===== config.mk =====
export PLATFORM = sky130hd
export DESIGN_NAME = ayatsuki_bus_mux
export DESIGN_NICKNAME = d
export VERILOG_FILES = /design/src/rtl/ayatsuki_bus_mux_pkg.sv /design/src/rtl/ayatsuki_bus_decode.sv /design/src/rtl/ayatsuki_bus_mux.sv
export SDC_FILE = /design/constraint.sdc
export NUM_CORES = 1
export LEC_CHECK = 0
export ABC_CLOCK_PERIOD_IN_PS = 3100
export CELL_PAD_IN_SITES_DETAIL_PLACEMENT = 0
export CELL_PAD_IN_SITES_GLOBAL_PLACEMENT = 1
export CORE_ASPECT_RATIO = 1.5
export CORE_UTILIZATION = 21
export CTS_CLUSTER_SIZE = 25
export DETAILED_ROUTE_END_ITERATION = 6
export GPL_ROUTABILITY_DRIVEN = 0
export GPL_TIMING_DRIVEN = 1
export PLACE_DENSITY_LB_ADDON = 0.1
export SYNTH_ARGS = -nofsm -noshare
export SYNTH_HDL_FRONTEND = slang
export SYNTH_SLANG_ARGS = --single-unit

===== constraint.sdc =====
create_clock -name clk -period 3.1 [get_ports clk]
set_input_delay 0.93 -clock clk [delete_from_list [all_inputs] [get_ports clk]]
set_output_delay 0.93 -clock clk [all_outputs]
set_load 0.005 [all_outputs]

===== src/rtl/ayatsuki_bus_mux_pkg.sv =====
// Shared definitions for the AyaTsuki core-to-peripheral data-bus interconnect:
// read-return state encodings, default error data and the default slave
// address windows (timer, uart, crc and on-chip memory).
package ayatsuki_bus_mux_pkg;

  typedef enum logic [1:0] {
    bus_idle = 2'd0,
    bus_wait = 2'd1,
    bus_resp = 2'd2
  } bus_state_t;

  localparam logic [31:0] DEF_ERR_DATA = 32'hDEAD_BEEF;

  // Slave 0 (memory) in the LSBs, then timer, uart, crc.
  localparam logic [127:0] DEF_SLV_BASE = {32'h8000_0020, 32'h8000_0010,
                                           32'h8000_0000, 32'h0000_0000};
  localparam logic [127:0] DEF_SLV_MASK = {32'hFFFF_FFF0, 32'hFFFF_FFF0,
                                           32'hFFFF_FFF0, 32'hFFFF_E000};

endpackage


===== src/rtl/ayatsuki_bus_decode.sv =====
// Combinational base/mask address decoder. Lowest matching slave index wins
// when windows overlap. Produces hit flag, one-hot select and binary index.
module ayatsuki_bus_decode
  import ayatsuki_bus_mux_pkg::*;
#(
  parameter int SLV_NUM = 4,
  parameter int ADDR_W  = 32,
  parameter logic [SLV_NUM*ADDR_W-1:0] SLV_BASE = DEF_SLV_BASE,
  parameter logic [SLV_NUM*ADDR_W-1:0] SLV_MASK = DEF_SLV_MASK,
  localparam int IDX_W = (SLV_NUM > 1) ? $clog2(SLV_NUM) : 1
) (
  input  logic [ADDR_W-1:0]  addr_i,
  output logic               hit_o,
  output logic [SLV_NUM-1:0] onehot_o,
  output logic [IDX_W-1:0]   idx_o
);

  logic               hit_s;
  logic [IDX_W-1:0]   idx_s;
  logic [SLV_NUM-1:0] onehot_s;

  // Priority search: scan high to low so the lowest matching index is kept.
  always_comb begin
    hit_s    = 1'b0;
    idx_s    = '0;
    onehot_s = '0;
    for (int i = SLV_NUM - 1; i >= 0; i--) begin
      if ((addr_i & SLV_MASK[i*ADDR_W +: ADDR_W]) == SLV_BASE[i*ADDR_W +: ADDR_W]) begin
        hit_s = 1'b1;
        idx_s = IDX_W'(i);
      end else begin
        hit_s = hit_s;
      end
    end
    if (hit_s) begin
      onehot_s[idx_s] = 1'b1;
    end else begin
      onehot_s = '0;
    end
  end

  assign hit_o    = hit_s;
  assign idx_o    = idx_s;
  assign onehot_o = onehot_s;

endmodule


===== src/rtl/ayatsuki_bus_mux.sv =====
// AyaTsuki data-bus interconnect: decodes read/write address windows into
// one-hot slave enables and returns read data through a wait-state handshake
// with timeout and error response.
// Optional error counter: define AYATSUKI_BUS_ERR_CNT_EN.
module ayatsuki_bus_mux
  import ayatsuki_bus_mux_pkg::*;
#(
  parameter int SLV_NUM = 4,
  parameter int ADDR_W  = 32,
  parameter int DATA_W  = 32,
  parameter logic [SLV_NUM*ADDR_W-1:0] SLV_BASE = DEF_SLV_BASE,
  parameter logic [SLV_NUM*ADDR_W-1:0] SLV_MASK = DEF_SLV_MASK,
  parameter int TIMEOUT = 15,
  parameter logic [DATA_W-1:0] ERR_DATA = DEF_ERR_DATA
) (
  input  logic                      clk,
  input  logic                      rst_n,
  input  logic                      m_r_enable_i,
  input  logic [ADDR_W-1:0]         m_r_addr_i,
  input  logic                      m_w_enable_i,
  input  logic [ADDR_W-1:0]         m_w_addr_i,
  output logic [DATA_W-1:0]         m_r_data_o,
  output logic                      m_r_valid_o,
  output logic                      m_stall_o,
  output logic                      bus_err_o,
  output logic [SLV_NUM-1:0]        s_r_enable_o,
  output logic [SLV_NUM-1:0]        s_w_enable_o,
  input  logic [SLV_NUM*DATA_W-1:0] s_r_data_i,
  input  logic [SLV_NUM-1:0]        s_ready_i
`ifdef AYATSUKI_BUS_ERR_CNT_EN
  ,
  input  logic                      err_clr_i,
  output logic [15:0]               err_cnt_o
`endif
);

  localparam int IDX_W = (SLV_NUM > 1) ? $clog2(SLV_NUM) : 1;
  localparam logic [7:0] TO_LAST = 8'(TIMEOUT - 1);

  logic               rd_hit_s, wr_hit_s;
  logic [SLV_NUM-1:0] rd_oh_s, wr_oh_s;
  logic [IDX_W-1:0]   rd_idx_s, wr_idx_unused_s;

  bus_state_t        state_r, state_nxt_s;
  logic [IDX_W-1:0]  idx_r, idx_nxt_s;
  logic [7:0]        cnt_r, cnt_nxt_s;
  logic [DATA_W-1:0] data_r, data_nxt_s;
  logic              valid_r, bus_err_r;
  logic              rd_go_s, rd_err_s, wr_go_s, wr_miss_s;
  logic              sel_ready_s;
  logic [DATA_W-1:0] sel_data_s;

  ayatsuki_bus_decode #(
    .SLV_NUM(SLV_NUM), .ADDR_W(ADDR_W), .SLV_BASE(SLV_BASE), .SLV_MASK(SLV_MASK)
  ) u_rd_decode (
    .addr_i(m_r_addr_i), .hit_o(rd_hit_s), .onehot_o(rd_oh_s), .idx_o(rd_idx_s)
  );

  ayatsuki_bus_decode #(
    .SLV_NUM(SLV_NUM), .ADDR_W(ADDR_W), .SLV_BASE(SLV_BASE), .SLV_MASK(SLV_MASK)
  ) u_wr_decode (
    .addr_i(m_w_addr_i), .hit_o(wr_hit_s), .onehot_o(wr_oh_s), .idx_o(wr_idx_unused_s)
  );

  // Only the latched slave's ready/data matter; others are ignored.
  assign sel_ready_s = s_ready_i[idx_r];
  assign sel_data_s  = s_r_data_i[int'(idx_r)*DATA_W +: DATA_W];

  // Writes are posted and blocked only while a read is waiting.
  assign wr_go_s   = m_w_enable_i && (state_r != bus_wait);
  assign wr_miss_s = wr_go_s && !wr_hit_s;

  // Enables are forced low while reset is asserted, even with requests held.
  assign s_r_enable_o = (rd_go_s && rst_n) ? rd_oh_s : '0;
  assign s_w_enable_o = (wr_go_s && wr_hit_s && rst_n) ? wr_oh_s : '0;

  // Read-return next state, latched slave index, wait counter and data.
  always_comb begin
    state_nxt_s = state_r;
    idx_nxt_s   = idx_r;
    cnt_nxt_s   = cnt_r;
    data_nxt_s  = data_r;
    rd_go_s     = 1'b0;
    rd_err_s    = 1'b0;
    case (state_r)
      bus_idle: begin
        if (m_r_enable_i && rd_hit_s) begin
          rd_go_s     = 1'b1;
          idx_nxt_s   = rd_idx_s;
          cnt_nxt_s   = 8'd0;
          state_nxt_s = bus_wait;
        end else if (m_r_enable_i) begin
          rd_err_s    = 1'b1;
          data_nxt_s  = ERR_DATA;
          state_nxt_s = bus_resp;
        end else begin
          state_nxt_s = bus_idle;
        end
      end
      bus_wait: begin
        if (sel_ready_s) begin
          data_nxt_s  = sel_data_s;
          state_nxt_s = bus_resp;
        end else if (cnt_r == TO_LAST) begin
          rd_err_s    = 1'b1;
          data_nxt_s  = ERR_DATA;
          state_nxt_s = bus_resp;
        end else if (cnt_r != 8'hFF) begin
          cnt_nxt_s = cnt_r + 8'd1;
        end else begin
          cnt_nxt_s = cnt_r;
        end
      end
      bus_resp: begin
        if (m_r_enable_i && rd_hit_s) begin
          rd_go_s     = 1'b1;
          idx_nxt_s   = rd_idx_s;
          cnt_nxt_s   = 8'd0;
          state_nxt_s = bus_wait;
        end else begin
          state_nxt_s = bus_idle;
        end
      end
      default: begin
        state_nxt_s = bus_idle;
      end
    endcase
  end

  // State and registered read-return outputs; read and write errors merge
  // into one pulse.
  always_ff @(posedge clk or negedge rst_n) begin
    if (!rst_n) begin
      state_r   <= bus_idle;
      idx_r     <= '0;
      cnt_r     <= 8'd0;
      data_r    <= '0;
      valid_r   <= 1'b0;
      bus_err_r <= 1'b0;
    end else begin
      state_r   <= state_nxt_s;
      idx_r     <= idx_nxt_s;
      cnt_r     <= cnt_nxt_s;
      data_r    <= data_nxt_s;
      valid_r   <= (state_nxt_s == bus_resp);
      bus_err_r <= ((state_nxt_s == bus_resp) && rd_err_s) || wr_miss_s;
    end
  end

  assign m_r_data_o  = data_r;
  assign m_r_valid_o = valid_r;
  assign bus_err_o   = bus_err_r;
  assign m_stall_o   = (state_r == bus_wait);

`ifdef AYATSUKI_BUS_ERR_CNT_EN
  logic [15:0] err_cnt_r;

  // Saturating error-pulse counter; clear wins over a coincident increment.
  always_ff @(posedge clk or negedge rst_n) begin
    if (!rst_n) begin
      err_cnt_r <= 16'd0;
    end else if (err_clr_i) begin
      err_cnt_r <= 16'd0;
    end else if (bus_err_r && (err_cnt_r != 16'hFFFF)) begin
      err_cnt_r <= err_cnt_r + 16'd1;
    end else begin
      err_cnt_r <= err_cnt_r;
    end
  end

  assign err_cnt_o = err_cnt_r;
`endif

endmodule


# Yosys cells after proc, flatten, opt, wreduce, memory -nomap -nowiden
# Cells that the tools add are included.
# Widths: inputs -> output; s select.
# word_totals
register_bits	46
word_cells	101
inputBits	200
# classes
order_cmp	5
n_eq_ne	19
n_shift	1
muxes	49
n_reduce_logical	20
n_addsub	1
# ops
op	count
$eq 28x28->1 const B	6
$mux 32	4
$shiftx 128x8->32	1
$logic_not 32->1	2
$pmux 32 s2	1
$mux 8	4
$mux 2	12
$mux 1	18
$mux 4	4
$pmux 8 s2	1
$logic_and 1x1->1	9
$lt 2x3->1 const B	3
$add 8x1->8 const B	1
$eq 8x4->1 const B	1
$ne 2x2->1 const B	4
$ne 8x8->1 const B	1
$ne 2x1->1 const B	3
$pmux 2 s3	1
$reduce_and 5->1	1
$demux 1 s2	2
$eq 2x2->1 const B	2
$ge 2x1->1 const B	2
$reduce_and 4->1	1
$reduce_bool 2->1	2
other kinds (9)	9

# Logic depth before layout (Yosys ltp)
# logic_depth
word_depth	11
depth_mapped	10
ltp_nobuf	8

# By module
# From an unflattened synthesis, not the netlist that was laid out.
# hier_totals
hier_cells	242
area_unflattened_um2	3094.2
# by_module_without_submodules
mod	seq_area_each_um2	cells_per_inst	area_per_inst_um2	n_inst
ayatsuki_bus_mux	1151.1	198	2701.3	1
ayatsuki_bus_decode	0.0	22	196.4	2

# Worst setup path before layout
# No wires, ideal clock.
# synth_path
path_kind	input -> output
startpoint	in m_r_addr_i[20]
endpoint	out s_r_enable_o[1]
path_slack_ns	-0.187
path_stages	5
path_buffers	0
arrival_time_ns	2.357
required_time_ns	2.170
cell_sequence	nor4_1 nand3_1 or3_1 or3b_1 nor3b_1
# synth_via
elab_chain_len	11
word_cells_on_any_way	23
classes_between	2 x order compare; 3 x eq/ne; 14 x mux; 4 x reduce/logical
# synth_rtl
item	line	source
start: declaration	ayatsuki_bus_mux.sv:19	input logic [ADDR_W-1:0] m_r_addr_i,
$eq 28x28->1	ayatsuki_bus_decode.sv:28	if ((addr_i & SLV_MASK[i*ADDR_W +: ADDR_W]) == SLV_BASE[i*ADDR_W +: ADDR_W]) begin
$mux 2 (4 in a row)	ayatsuki_bus_decode.sv:28	
$lt 2x3->1 (implied by the code) or $ge 2x1->1 (tied branches)	ayatsuki_bus_decode.sv:36	onehot_s[idx_s] = 1'b1;
$logic_and 1x1->1 (implied by the code)	ayatsuki_bus_decode.sv:36	
$mux 1 (implied by the code)	ayatsuki_bus_decode.sv:36	
$demux 1 s2	-	
$mux 4	ayatsuki_bus_decode.sv:35	if (hit_s) begin
$mux 4 (*)	ayatsuki_bus_mux.sv:74	assign s_r_enable_o = (rd_go_s && rst_n) ? rd_oh_s : '0;
end: declaration	ayatsuki_bus_mux.sv:26	output logic [SLV_NUM-1:0] s_r_enable_o,
# Every way passes the cells marked *; elsewhere a longest branch is shown, timed or not.

# Worst setup path in the final report
# layout_path
startpoint	in m_r_addr_i[13]
endpoint	out s_r_enable_o[1]
# Same word-level chain as after synthesis.

==> flow_summary.yaml <==
synth:
  synth_top_cells_by_area: "dfrtp_1 (39%), mux4_2 (25%), o22a_1 (7.2%)"
  ys_seq_elements: 46
  syn_nets: 435
  synth-compound-area-share_pct: 13.3
  synthesis.area_mm2: 0.00293
  synth_top_family_by_area: "multiplexers"
  synth_top_area_share_pct: 39.3
  postSynthCellCount: 233
  synth-simple-area-share_pct: 15.1
  ys_warn_count: 0
  synth_xor_area_share_pct: 1.79
  avgSynthCellArea_um2: 12.6
  synth_mux_area_share_pct: 25.4
  yosys.cell_types.count: 41
  synth_fa_ha_area_share_pct: 0.855
  synth-seq-area-share_pct: 39.3
  synth_area_leader_cell: "dfrtp_1"
floorplan:
  die-width_um: 98.4
  core_mm2: 0.0135
  start_util_pct: 21.6
  dieArea_mm2: 0.0144
  rows: 52
  ios: 243
  die_h_um: 147
place:
  dpl.hpwl_um: 9290
  numPortBuffers: 234
  placed_cell_area_mm2: 0.00561
  placed_cells: 644
worst_setup_path:
  reg2reg_depth: 8
  reg2reg_from: "cnt_r[0]"
  path_max_fanout: 2
  cp-start-kind: "primary input"
  r2r_end: "m_r_data_o[12]"
  endpoint_kind: "output pin"
  critPathKind: "primary input to output pin"
  required_ns: 2.17
  cp.arrival_ns: 2.50
  rrSetupSlack_ns: 0.91
sta:
  max_freq_ghz: 0.292
  fin_ws_ns: -0.326
  setup_viol: 5
  fin_crit_sh_pct: 111
  finalHoldViolCount: 0
  period_needed_ns: 3.43
  final_max_slew_viol_count: 0
  worstMarginPinSlew_ns: 0.681
  rsz0062_at_grt: "yes"
  relSlewSlack_pct: 54.6
  skew_ns: 0.00318
global_route:
  grt_pass1_wl_um: 17900
  overflow: 0
  grt_max_degree: 34
  antenna_found_initial: 0
  grt_pass1_vias: 3472
  grt_usage_pct: 16.1
routing:
  dr.pass1.iters: 7
  via_per_inst: 4.79
  routed_wl_um: 11700
  postRouteAntennaNets: 0
  vias: 3174
  drc_errors: 17
  drt_iter0_markers: 87
  wire_per_inst_um: 17.7
final_layout:
  final_cells: 662
  fin_util_pct: 44.4
  final_common_cell: "clkdlybuf4s50_1"
  final_layout_size_suffix_gt1_share_pct: 32.4
  num_antenna_cells: 0
  syn_to_final_growth_pct: 105
  n_fill_cell: 1293
  postLayoutCellArea_mm2: 0.00600
  layout_common_cells: "clkdlybuf4s50_1 (171), dfrtp_1 (45), buf_4 (36)"
  nets: 701
cts:
  cts_root_buffer: "clkbuf_16"
  cts_buffer_depth: 2
  cts_tree: "done"
  clk_latency_ns: 0.29
  cts_hold_buf: 0
  cts_buffers: 5
  clk_pin_slew_ns: 0.06
  cts.sinks: 46
  htree_num_levels: 2
worst_hold_path:
  holdPathEnd: "m_r_data_o[3]"
  hold_path.startpoint: "m_r_data_o[3]"
  hold_class: "register to register"
  worstHoldPathCells: 1
flow_run:
  cap_viol_max_count: 0
power:
  finalPower_w: 0.00160
  power_per_cell_area_mw_per_mm2: 266
  p_leak_nw: 2.29
  worst_ir_drop_vdd_mv: 0.184
status:
  outcome: "finished, violations left"
  violations: "design-rule violations, negative setup slack"
==> critical path: stages <==
cell and delay [ns]:
buf_8 0.10, nor4_4 0.27, nand3_2 0.14, buf_6 0.15
nor4_4 0.21, or3b_4 0.41, nor3b_2 0.15, buf_2 0.13
==> power by group <==
part	internal (W)	switching, W
Combinational	0.000262	0.000105
Clock	0.000377	0.000229
Sequential	0.000609	0.0000121
Total	0.00125	0.000346
==> timing repair <==
action,CTS,global route
endpoints found under the setup margin,8,8
pin swaps,30,17
gates cloned,0,0
setup buffers,10,2
resized for setup,211,37
==> worst max-delay path by stage <==
stage,slack [ns],depth (start not counted),to,startpoint
2_1_floorplan,-0.1,5,s_r_enable_o[1],m_r_addr_i[26]
3_3_place_gp,-1.04,7,s_r_enable_o[1],m_r_addr_i[13]
3_5_place_dp,-1.12,7,s_r_enable_o[1],m_r_addr_i[17]
4_1_cts,-0.37,8,s_r_enable_o[1],m_r_addr_i[18]
5_1_grt,-0.41,8,s_r_enable_o[1],m_r_addr_i[13]
6_report,-0.33,8,s_r_enable_o[1],m_r_addr_i[13]
==> sequential cells by signal (all words and copies together) (netlist names) <==
signal	flops
m_r_data_o	32
m_r_valid_o	1
cnt_r	8
state_r	2
idx_r	2
bus_err_o	1
==> logic make-up (layout without fill, tap and decap cells) <==
logic type,Yosys count,count (layout)
and+or+nand+nor,75,75
AOI/OAI and AO/OA,47,47
DFF,46,46
muxes,33,33
buffers and inverters,24,291
xor gates and xnor gates,6,6
adders and majority gates,2,2
==> routing by layer <==
metal  vias up  global-route usage (%)  routed length (um)
met1      1533                    15.4                3820
met4         0                    4.10                 141
li1       1473                       -                   -
met2       159                    33.2                6770
met3         9                    3.88                 946
met5         -                       0                   0
==> synthesized netlist by cell type (all sizes together) <==
cell / count
and4b: 1
nor3b: 4
nand4: 1
clkbuf: 9
nand2: 10
xnor2: 5
o41ai: 1
a21oi: 3
nor2b: 1
or3b: 1
and3: 1
inv: 10
nand2b: 3
buf: 5
ha: 2
nor3: 6
dfrtp: 46
a31oi: 1
o211ai: 1
a2111oi: 1
o22a: 24
xor2: 1
nand4b: 2
o21a: 1
or3: 2
nor4b: 2
o22ai: 1
o21ai: 2
nor4: 17
and2: 1
mux4: 33
a22o: 9
nor2: 12
o31a: 1
and3b: 1
nand3: 10
o31ai: 2
==> cell type report <==
class | instances | area (um^2) | area share [%]
timing repair buffer | 273 | 2520 | 42.1
inverter | 10 | 37.5 | 0.625
clock inverter | 3 | 40.0 | 0.667
tap | 162 | 203 | 3.38
clock buffer | 5 | 125 | 2.08
sequential | 46 | 1150 | 19.2
multi-input combinational | 163 | 1920 | 32.0
==> stage by stage <==
| step | setup slack, ns | hold slack, ns | TNS, ns |
|---|---|---|---|
| CTS | -0.366 | 0.510 | -0.660 |
| finish | -0.326 | 0.505 | -0.723 |
| global route | -0.406 | 0.524 | -1.21 |
| detailed placement | -1.12 | 0.492 | -11.22 |
| global placement | -1.04 | 0.488 | -10.04 |
| floorplan | -0.0963 | 0.498 | -0.0963 |
(Power assumes the default switching activity.)
==> RTL change 1, RTL diff (same settings) <==
Take the reset off `data_r` and load it in a clocked block of its own.
--- a/src/rtl/ayatsuki_bus_mux.sv
+++ b/src/rtl/ayatsuki_bus_mux.sv
@@ -135,5 +135,4 @@
       idx_r     <= '0;
       cnt_r     <= 8'd0;
-      data_r    <= '0;
       valid_r   <= 1'b0;
       bus_err_r <= 1'b0;
@@ -142,8 +141,11 @@
       idx_r     <= idx_nxt_s;
       cnt_r     <= cnt_nxt_s;
-      data_r    <= data_nxt_s;
       valid_r   <= (state_nxt_s == bus_resp);
       bus_err_r <= ((state_nxt_s == bus_resp) && rd_err_s) || wr_miss_s;
     end
+  end
+
+  always_ff @(posedge clk) begin
+    data_r <= data_nxt_s;
   end
 
Function: changed (Yosys sat finds a counterexample within 4 cycles, from zero or initial values and one cycle with rst_n low).
==> RTL change 1 against the original RTL <==
Critical endpoint is now s_w_enable_o[2]. Synthesized area increased by 1.6%. Worst hold slack improved by 86 ps. Design area decreased by 0.10%. Die area increased by 1.6%. The run ends with setup timing left. Setup slack improved by 240 ps. Utilization decreased by 0.47 points. Synthesized cell count decreased by 2.1%. Wire length decreased by 1.8%. Final cell count decreased by 0.15%. Power decreased by 4.4%. Sequential cell count unchanged.
==> RTL change 1: results (changes against the original RTL) <==
* R2R depth at 6 (-2)
* Worst r2r src: idx_r[1]
* Layout cell share with drive strength beyond 1 at 34.47% (+2.1 points)
* Async set-reset flop share out of synthesis at 30.43% (-70 points)
* Fill cells at 1,371 (+6.0%)
* WL met3 at 931 um (-1.6%)
* Placed insts at 635 (-1.4%)
* Run status: complete, but fails checks
* Commonest register cell after synthesis: edfxtp_1
* Vias per cell at 4.685 (-2.3%)
* Wl on met1 at 3503 um (-8.4%)
* Fin nets at 700 (-0.14%)
* Slowest-stage cell, CP: nor4_4
* Crit Path Max Fanout at 3 (+1)
* Largest net degree at the start of global routing at 33 (-2.9%)
* Final setup violation count at 5 (unchanged)
* Dpl ws at -1036 ps (+88.35 ps)
* HP Start: cnt_r[5]
* List of most frequent post-synthesis cells: 32 x edfxtp_1, 32 x mux4_2, 24 x or2_2, 17 x nand2_1, 14 x dfrtp_1
* Synth top area cells: edfxtp_1 32%, mux4_2 24%, dfrtp_1 12%
* Post-synthesis net count at 430 (-1.1%)
* Post-route setup TNS at -301.1 ps (+421.9 ps)
* DP HPWL at 9328 um (+0.39%)
* Metal2 WL at 6817 um (+0.63%)
* Via count at 3,097 (-2.4%)
* Setup slack after layout at -82.04 ps (+243.6 ps)
* Worst-Margin Slew at 466.2 ps (-215.2 ps)
* DRT Pass-1 Iters at 4 (-3)
* Global-route wire length before repair at 17,370 um (-3.0%)
* Synth Area per Inst at 13.05 sq um (+3.9%)
* Drt initial violations at 40 (-54%)
* Failing checks: setup timing
* Hold Path Stages at 2 (+1)
* Number of flops mapped to enable cells by yosys at 32 (+32)
* M2 GR Usage at 32.83% (-0.34 points)
* Data arrival, critical path at 2250 ps (-250 ps)
* GR Layer Usage met3 at 4.775% (+0.90 points)
[RTL change 1: worst min-delay path, stage by stage, from the launching register on]
cell and delay (ps):
dfrtp_1 410, o31ai_1 80, a21oi_1 60
[RTL change 1: per-stage QoR]
step	util [%]	instance area [sq um]
floorplan	-	2982
global placement	41.38	5654
detailed placement	41.38	5654
CTS	43.32	5918
global route	43.89	5997
finish	43.89	5997
[RTL change 1: final timing paths]
kind	slack [ps]	endpoint
hold reg to reg	590	cnt_r[5]
setup / recovery	-80	s_w_enable_o[2]
max in group asynchronous	1750	idx_r[1]
min in group asynchronous	1160	bus_err_o
hold / removal	590	cnt_r[5]
setup reg to reg	760	m_r_data_o[19]
[RTL change 1: cells by family after synthesis]
logic type | synth area share (%)
AOI/OAI and AO/OA | 5.341
xor gates and xnor gates | 0.2944
adders and majority gates | 0.8409
buffers and inverters | 2.775
DFF | 44.07
muxes | 25.48
and+or+nand+nor | 21.19
[RTL change 1: cell type report]
cell class / instances / area, sq um / share of cell area, %
Clock buffer: 6 / 128.9 / 2.149
Clock inverter: 2 / 8.758 / 0.1460
Inverter: 4 / 15.01 / 0.2504
Multi-Input combinational cell: 165 / 1763 / 29.40
Sequential cell: 46 / 1314 / 21.91
Tap cell: 162 / 202.7 / 3.380
Timing Repair Buffer: 276 / 2565 / 42.77
[RTL change 1: power breakdown]
part | switching [mW] | internal [mW] | leakage (nW)
logic | 0.0855 | 0.256 | 1.70
registers | 0.00288 | 0.665 | 0.418
clock network | 0.220 | 0.295 | 0.0683
total | 0.309 | 1.22 | 2.18
[RTL change 1: what timing repair did]
item,4_1_cts,5_1_grt
endpoints found under the setup margin,8,10
cloned,0,0
resized for setup,137,45
pin swaps,25,19
buffers inserted,18,2
==> RTL change 2, RTL diff (same settings) <==
Made on the original files. Build with the macro `AYATSUKI_BUS_ERR_CNT_EN` defined.
--- a/src/rtl/ayatsuki_bus_mux.sv
+++ b/src/rtl/ayatsuki_bus_mux.sv
@@ -3,4 +3,6 @@
 // with timeout and error response.
 // Optional error counter: define AYATSUKI_BUS_ERR_CNT_EN.
+`define AYATSUKI_BUS_ERR_CNT_EN
+
 module ayatsuki_bus_mux
   import ayatsuki_bus_mux_pkg::*;
Interface: changed (added err_clr_i and err_cnt_o); port bits go from 243 to 260. The function was not compared with the original's and may differ.
==> RTL change 2 against the original RTL <==
The run ends with setup timing left. First-iteration DRC count is 53% higher. Largest cell class unchanged. Clock power is 85% higher. Non-clock buffer count is 13 higher. Synthesized cell count is 40% higher. Design area is 19% higher. Setup slack better by 110 ps. Utilization is 3.1 points lower. Die area is 26% higher. Sequential cell count is 16 higher. Synthesized area is 27% higher. Worst hold slack worse by 24 ps. Wire length is 24% higher. Global-route usage is 0.10 points lower. Power is 46% higher.
==> RTL change 2: results (changes against the original RTL) <==
* Global-route wire length before repair at 22,320 um (+25%)
* Post-Synth Adder-Cell Area at 1.010% (+0.16 points)
* Layout cell share with drive strength beyond 1 at 26.64% (-5.8 points)
* Power Dens Cells at 325.1 mW/mm^2 (+22%)
* Failing checks: setup timing
* Post-Route WL at 14,490 um (+24%)
* Post-route setup TNS at -315.9 ps (+407.1 ps)
* Fin nets at 807 (+15%)
* Min Hold Slack at 480.6 ps (-24.43 ps)
* Placed insts at 794 (+23%)
* Post-synthesis xor/xnor area fraction at 3.065% (+1.3 points)
* DP HPWL at 11,250 um (+21%)
* Slowest-stage cell, CP: nor4b_4
* Cells after synthesis at 327 (+40%)
* Peak VDD IR at 0.1751 mV (-5.0%)
* List of most frequent post-synthesis cells: 62 x dfrtp_1, 33 x mux4_2, 24 x o22a_1, 23 x nand2_1, 18 x nor2_1
* Flop-to-flop setup slack at 1050 ps (+140 ps)
* Vias per cell at 4.747 (-1.0%)
* Worst-Margin Slew at 775.7 ps (+94.33 ps)
* Unique masters post-synth at 44 (+7.3%)
* H-tree level count at 3 (+1)
* Setup slack after layout at -214.3 ps (+111.3 ps)
* Vias in the first global route at 4,263 (+23%)
* Post-CTS setup buffer count at 9 (-1)
* Compound-Gate Fraction of Synth Area at 12.53% (-0.80 points)
* Gr usage total at 16.00% (-0.10 points)
* M2 GR Usage at 30.66% (-2.5 points)
* Hold Path Sink: m_r_valid_o
* HP Start: state_r[1]
* Final Skew at 6.995 ps (+3.817 ps)
* CP peak stage delay at 280 ps (-130 ps)
* Post-place instance area at 0.006596 sq mm (+18%)
* CP Launch Point: m_r_addr_i[24]
* Via count at 3,897 (+23%)
* I/O Buffers at 251 (+7.3%)
* Synth top area cells: dfrtp_1 42%, mux4_2 20%, o22a_1 5.7%
* Clock buffer count from CTS at 9 (+4)
* Logic pwr share at 16.4% (-6.6 points)
* Flop pwr share at 35.4% (-3.5 points)
* GR Layer Usage met3 at 4.917% (+1.0 points)
* Final setup violation count at 3 (-2)
* Largest net degree at the start of global routing at 59 (+74%)
* Switch Pwr at 472.6 uW (+37%)
* Run status: complete, but fails checks
* Post-synthesis net count at 531 (+22%)
* CTS resizes at 219 (+3.8%)
* Met1 Use GR at 15.34% (-0.079 points)
* DRT Pass-1 Iters at 4 (-3)
RTL change 2: cell types whose count changed in the layout (fill, tap and decap cells not counted), sizes merged, moves of 8 or more:
cell / before / now
xor2: 1 / 13
clkbuf: 9 / 17
a22o: 9 / 0
dfrtp: 46 / 62
nand2: 10 / 23
clkdlybuf4s50: 171 / 189
o21ai: 2 / 15
RTL change 2: per-layer routing:
layer	wire, um	up-vias	part of all wire (%)
li1	-	1819	-
met1	4894	1890	34
met2	8019	170	55
met3	1141	18	7.9
met4	432	0	3.0
met5	0	-	0
RTL change 2: cell type report:
cell class              count  area (sq um)
fillers                  1675         10190
multi-input cells         228          2280
inverters                  16         60.06
repair buffers            286          2665
well taps                 213         266.5
flip-flops and latches     62          1553
clock buffers              13         270.3
clock inverters             3         65.06
RTL change 2: cell families (layout without fill, tap and decap cells):
group / count (synthesis) / count (layout)
compound gates: 65 / 65
xor+xnor: 13 / 13
fa+ha+maj: 3 / 3
buf+inv: 37 / 318
flops: 62 / 62
mux: 35 / 35
simple gates: 112 / 112
